--- src/rtl/led_blinker.sv ---
// Turns a one-cycle start request into count LED blinks of ON_CYCLES lit / OFF_CYCLES dark,
// with busy while running and a one-cycle done pulse on normal completion.
module led_blinker #(
    parameter int unsigned ON_CYCLES  = 8,
    parameter int unsigned OFF_CYCLES = 8,
    parameter int unsigned TIME_W     = 8,
    parameter int unsigned BLINK_W    = 3
) (
    input  logic               clk,
    input  logic               reset,
    input  logic               start,
    input  logic [BLINK_W-1:0] count,
    input  logic               stop,
    output logic               led,
    output logic               busy,
    output logic               done
);

    typedef enum logic [1:0] {
        IDLE = 2'd0,
        ON   = 2'd1,
        OFF  = 2'd2
    } state_t;

    localparam logic [TIME_W-1:0]  ON_LOAD  = TIME_W'(ON_CYCLES - 1);
    localparam logic [TIME_W-1:0]  OFF_LOAD = TIME_W'(OFF_CYCLES - 1);
    localparam logic [BLINK_W-1:0] ONE      = BLINK_W'(1);

    state_t             state, state_d;
    logic [TIME_W-1:0]  timer, timer_d;
    logic [BLINK_W-1:0] remaining, remaining_d;
    logic               led_d, busy_d, done_d;

    // State, counters and outputs all update together; outputs are derived from next state.
    always_ff @(posedge clk or posedge reset) begin
        if (reset) begin
            state     <= IDLE;
            timer     <= '0;
            remaining <= '0;
            led       <= 1'b0;
            busy      <= 1'b0;
            done      <= 1'b0;
        end else begin
            state     <= state_d;
            timer     <= timer_d;
            remaining <= remaining_d;
            led       <= led_d;
            busy      <= busy_d;
            done      <= done_d;
        end
    end

    always_comb begin
        state_d     = state;
        timer_d     = timer;
        remaining_d = remaining;

        case (state)
            IDLE: begin
                if (start && !stop && (count != '0)) begin
                    state_d     = ON;
                    timer_d     = ON_LOAD;
                    remaining_d = count;
                end
            end
            ON: begin
                if (stop) begin
                    state_d     = IDLE;
                    timer_d     = '0;
                    remaining_d = '0;
                end else if (timer == '0) begin
                    state_d = OFF;
                    timer_d = OFF_LOAD;
                end else begin
                    timer_d = timer - TIME_W'(1);
                end
            end
            OFF: begin
                if (stop) begin
                    state_d     = IDLE;
                    timer_d     = '0;
                    remaining_d = '0;
                end else if (timer == '0) begin
                    // Blink finished: either start the next one or end the sequence.
                    remaining_d = remaining - ONE;
                    if (remaining == ONE) begin
                        state_d = IDLE;
                        timer_d = '0;
                    end else begin
                        state_d = ON;
                        timer_d = ON_LOAD;
                    end
                end else begin
                    timer_d = timer - TIME_W'(1);
                end
            end
            default: begin
                state_d     = IDLE;
                timer_d     = '0;
                remaining_d = '0;
            end
        endcase

        led_d  = (state_d == ON);
        busy_d = (state_d != IDLE);
        // done marks the last dark cycle of the final blink.
        done_d = (state_d == OFF) && (timer_d == '0) && (remaining_d == ONE);
    end

endmodule

--- config.mk ---
export PLATFORM = sky130hd
export DESIGN_NAME = led_blinker
export DESIGN_NICKNAME = d
export VERILOG_FILES = /design/src/rtl/led_blinker.sv
export SDC_FILE = /design/constraint.sdc
export NUM_CORES = 1
export LEC_CHECK = 0
export ABC_AREA = 1
export BUFFER_PORTS_ARGS = -buffer_cell sky130_fd_sc_hd__buf_2
export CAP_MARGIN = 20
export CORE_MARGIN = 2
export CORE_UTILIZATION = 50
export CTS_BUF_LIST = sky130_fd_sc_hd__clkbuf_2 sky130_fd_sc_hd__clkbuf_4 sky130_fd_sc_hd__clkbuf_8
export DETAILED_ROUTE_END_ITERATION = 7
export HOLD_SLACK_MARGIN = 0.08
export PLACE_DENSITY = 0.7
export SLEW_MARGIN = 20
export SYNTH_ARGS = -nofsm -noshare
export SYNTH_HDL_FRONTEND = slang
export SYNTH_SLANG_ARGS = --single-unit
--- constraint.sdc ---
create_clock -name clk -period 2.8 [get_ports clk]
set_clock_uncertainty 0.15 [all_clocks]
set_input_delay 0.28 -clock clk [delete_from_list [all_inputs] [get_ports clk]]
set_output_delay 0.28 -clock clk [all_outputs]
set_load 0.01 [all_outputs]
**Yosys cells after proc, flatten, opt, wreduce, memory -nomap -nowiden**

Cells that the tools add are included.

- Word-level logic and storage cells: 43
- Input bits: 7
- Flip-flop bits (word level): 16
- Output and inout bits: 3

- Mux-type cells: 19
- Equality and inequality tests: 6
- Reductions and logical operators: 10
- Add/sub/neg operators: 2

Operator list:

| kind | number |
|---|---|
| $mux W8 | 5 |
| $pmux W8 S3 | 1 |
| $logic_not A8 Y1 | 2 |
| $mux W3 | 5 |
| $mux W2 | 5 |
| $pmux W3 S3 | 1 |
| $sub A8 B1 Y8 const B | 1 |
| $eq A3 B1 Y1 const B | 2 |
| $pmux W2 S3 | 1 |
| $eq A2 B1 Y1 const B | 2 |
| $eq A2 B2 Y1 const B | 2 |
| $logic_and A1 B1 Y1 | 4 |
| $reduce_bool A3 Y1 | 1 |
| $sub A3 B1 Y3 const B | 1 |
| $logic_not A2 Y1 | 1 |
| $reduce_bool A2 Y1 | 1 |
| $logic_not A1 Y1 | 1 |
| $mux W1 | 1 |

**Logic depth before layout (Yosys ltp)**

- Word-level depth: 8
- Gate-level depth with buffers: 14
- Depth with buffers taken out: 14

**Least setup slack after synthesis**

No wires, ideal clock.

- Path type: flip-flop to flip-flop
- Start: register timer[0]
- End: register done
- Data arrival time: 1.423 ns
- Cell stages (with the launch flop): 13
- Library setup time: 0.071 ns
- Required time: 2.579 ns
- Path slack: 1.156 ns
- Clock period less this slack: 1.644 ns
- Path buffers: 0
- Cell sequence: dfrtp_1 -> inv_1 -> ha_1 -> nand2_2 -> nor2_8 -> nand2_2 -> nand2_2 -> nand2_2 -> a21oi_2 -> nand2_1 -> nor2_1 -> nand2_1 -> nor2_1

- Word-level cells in the longest chain between the ends: 7
- Elaborated cells on any way between the ends: 21
- Classes of those cells: add/sub (1); eq/ne (2); mux (14); reduce/logical (4)

RTL lines:

| what | RTL line | text |
|---|---|---|
| start: declaration | 30 | `logic [TIME_W-1:0] timer, timer_d;` |
| start signal: assignment | 45 | `timer <= timer_d;` |
| $sub A8 B1 Y8 / $logic_not A8 Y1 (equally long branches) | - |  |
| $mux W8, or another cell as far along | 83 | `end else if (timer == '0) begin` |
| $mux W8, or another cell as far along | 79 | `if (stop) begin` |
| $pmux W8 S3 / $pmux W2 S3 (equally long branches) | 58 | `case (state)` |
| $logic_not A8 Y1 / $eq A2 B2 Y1 (equally long branches) | 107 | `done_d = (state_d == OFF) && (timer_d == '0) && (remaining_d == ONE);` |
| $logic_and A1 B1 Y1 | 107 |  |
| $logic_and A1 B1 Y1 * | 107 |  |
| via done_d | 32 | `logic led_d, busy_d, done_d;` |
| end signal: assignment | 49 | `done <= done_d;` |
| end: declaration | 16 | `output logic done` |

The timed path passes the listed nets; every way through them passes the cells marked *.

**Worst setup path after layout**

- Start: register timer[1]
- End: register done

The elaborated chain is that of the path after synthesis.

==> impl_metrics.toml <==
[floorplan]
die_w_um = 51.46
initial_core_util = 0.5190
die-area_um2 = 2648
placementRows = 17
die_h_um = 51.46
core-area_um2 = 2170
ioPinCount = 10

[critical_path]
cp_top_family = "simple AND/OR/NAND/NOR gates"
reg2regPathDepth = 10
cp-start-kind = "flip-flop"
worst-path-stages = 10
worstSetupEndpointType = "flip-flop"
worstPathRequired_ns = 2.87
arrival_ns = 1.98
crit_chain = "inv_1 > ha_1 > nand2_2 > o21ai_0 > nand3_1 > a21oi_1 > nand2_1 > nor2_1 > nand2_1 > nor2_1"
cpMaxStageDelayCell = "dfrtp_1"
worst-setup-path-type = "flip-flop to flip-flop"
crit_fanout = 3
slowest_delay_ns = 0.41
path_buf_inv = 1

[yosys]
yosysWarnings = 0
synth_top_cell_by_area = "dfrtp_1"
synth_top_cell_area_share = 0.3556
synth_area_leaders = "dfrtp_1 (36%), nand2_1 (14%), inv_1 (10%), nor2_1 (7.7%), nand3_1 (5.3%)"
synth_nets = 178
ys_ff_latch = 16
syn_area_um2 = 1126
syn_avg_cell_area_um2 = 6.743
yosysSeqAreaShare = 0.3556
yosysUniqueCellTypes = 19
netlist_instances = 167

[timing]
fin_setup_tns_ns = 0
final_max_slew_viol_count = 0
period_share = 0.6826
fmax_mhz = 523.2
finalCriticalPeriod_ns = 1.911
slew_headroom = 0.5924
worst_pin_slew_ns = 0.6108
hold_viol_final = 0
rsz0062_at_grt = "false"
setup_viol = 0
whs_ns = 0.1049
worst_slack_ns = 0.8888

[global_routing]
grt_pass1_vias = 1050
grt_pass1_wl_um = 4215
grtUsageMet1 = 0.2607
grt_busiest_layer = "met2"
grt_use_total = 0.2096
grtUsageMet3 = 0.02632
overflow = 0
grt_max_degree = 17
use_met2 = 0.3697
antenna_found_initial = 0

[drt]
ant_nets = 0
drc_errors = 0
wl_per_cell_um = 11.35
via_count = 1016
wirelength_um = 2373
viasPerCell = 4.861
drt-pass1-iter-count = 4
first_iter_violations = 12

[job]
maxCapViolCount = 0

[cells_and_area]
layout_common_cells = "nand2_1 (41), inv_1 (30), nor2_1 (23)"
layout_commonest_cell = "nand2_1"
utilization = 0.5773
syn2layout_area_growth_pct = 11.22
stdcell_area_um2 = 1252
nFillCells = 217
drive_gt1_frac = 0.2044
multi_input_area_um2 = 594.3
diodes = 0
register_area_um2 = 400.4
fin_nets = 193

[outcome]
status = "completed"

[worst_hold_path]
hp-class = "primary input to flip-flop"
worstHoldPathCells = 3

[power_and_ir_drop]
ir_drop_mv = 0.5849
power.leakage_nw = 0.7361
p_per_area_nw_per_um2 = 996.4

[clock_network]
cts_tree = "done"
clk_latency_ns = 0.29
cts_inserted_buffers = 3
cts_root_buf = "clkbuf_4"
cts-htree-levels = 1
cts_buffer_depth = 2
cts_sinks = 16
clkSlewWorstSetupHoldPaths_ns = 0.09
cts_resized = 0

[placement]
placed_area_um2 = 1206
gp_congestion = 0.8798
place_ws_ns = 0.9042
hpwl_um = 1945
port_buffers = 9
## worst min-delay path: stages
cell,delay [ns]
buf_2,0.09
nand2_1,0.05
nand3_1,0.09
## stage by stage
| stage | std cells | power [W] |
|---|---|---|
| 5_1_grt | 209 | 0.001372 |
| 6_report | 209 | 0.001248 |
| 2_1_floorplan | 167 | 0.0009490 |
| 3_5_place_dp | 204 | 0.001092 |
| 4_1_cts | 209 | 0.001249 |
| 3_3_place_gp | 204 | 0.001076 |
## registers in the layout, indices dropped and copies added, names as in the netlist
register / flops
led: 1
remaining: 3
state: 2
busy: 1
done: 1
timer: 8
## cells in the mapped netlist, drive strengths merged
library cell	n
xnor2	2
a21oi	8
nor2	31
inv	35
ha	4
nand3	12
nand2	51
xor2	1
o21ai	6
dfrtp	16
nand3b	1
## where the power goes
part | total [W] | internal [W] | leakage (nW) | switching, W
Combinational | 0.000716 | 0.000252 | 0.505 | 0.000463
Sequential | 0.000380 | 0.000310 | 0.210 | 0.0000700
Clock | 0.000152 | 0.0000792 | 0.0210 | 0.0000731
Total | 0.00125 | 0.000641 | 0.736 | 0.000606
## kinds of logic (layout without fill, tap and decap cells)
kind of cell,Yosys count,count (layout),synth area share
compound gates,14,14,0.06555
xor+xnor,3,3,0.02334
fa+ha+maj,4,4,0.04445
buf+inv,35,49,0.1167
flops,16,16,0.3556
simple gates,95,95,0.3944
## timing repair
item                                   CTS  global route
hold buffers                             1             0
buffers inserted                         0             0
setup endpoints to repair                0             0
endpoints found under the hold margin   16             0
## metal layers
metal	up-vias	wire length (um)	part of all wire
li1	526	-	-
met1	471	1098	0.46
met2	15	1205	0.51
met3	4	44	0.019
met4	0	25	0.011
met5	-	0	0
## area by class of cell
| class | count | area share |
|---|---|---|
| multi-input cells | 116 | 0.4745 |
| repair buffers | 10 | 0.04396 |
| inverters | 35 | 0.1049 |
| clock buffers | 4 | 0.02897 |
| well taps | 28 | 0.02797 |
| flip-flops and latches | 16 | 0.3197 |
## path summary, 6_finish.rpt
kind | start | endpoint | slack (ns)
worst max-delay path | timer[1] | done | 0.89
worst min-delay path | count[0] | remaining[0] | 0.10
worst max register to register | timer[1] | done | 0.89
worst min register to register | remaining[1] | remaining[1] | 0.39
max in group asynchronous | reset | done | 1.64
min in group asynchronous | reset | state[1] | 0.47
No activity file was read; power rests on OpenSTA's default activity.
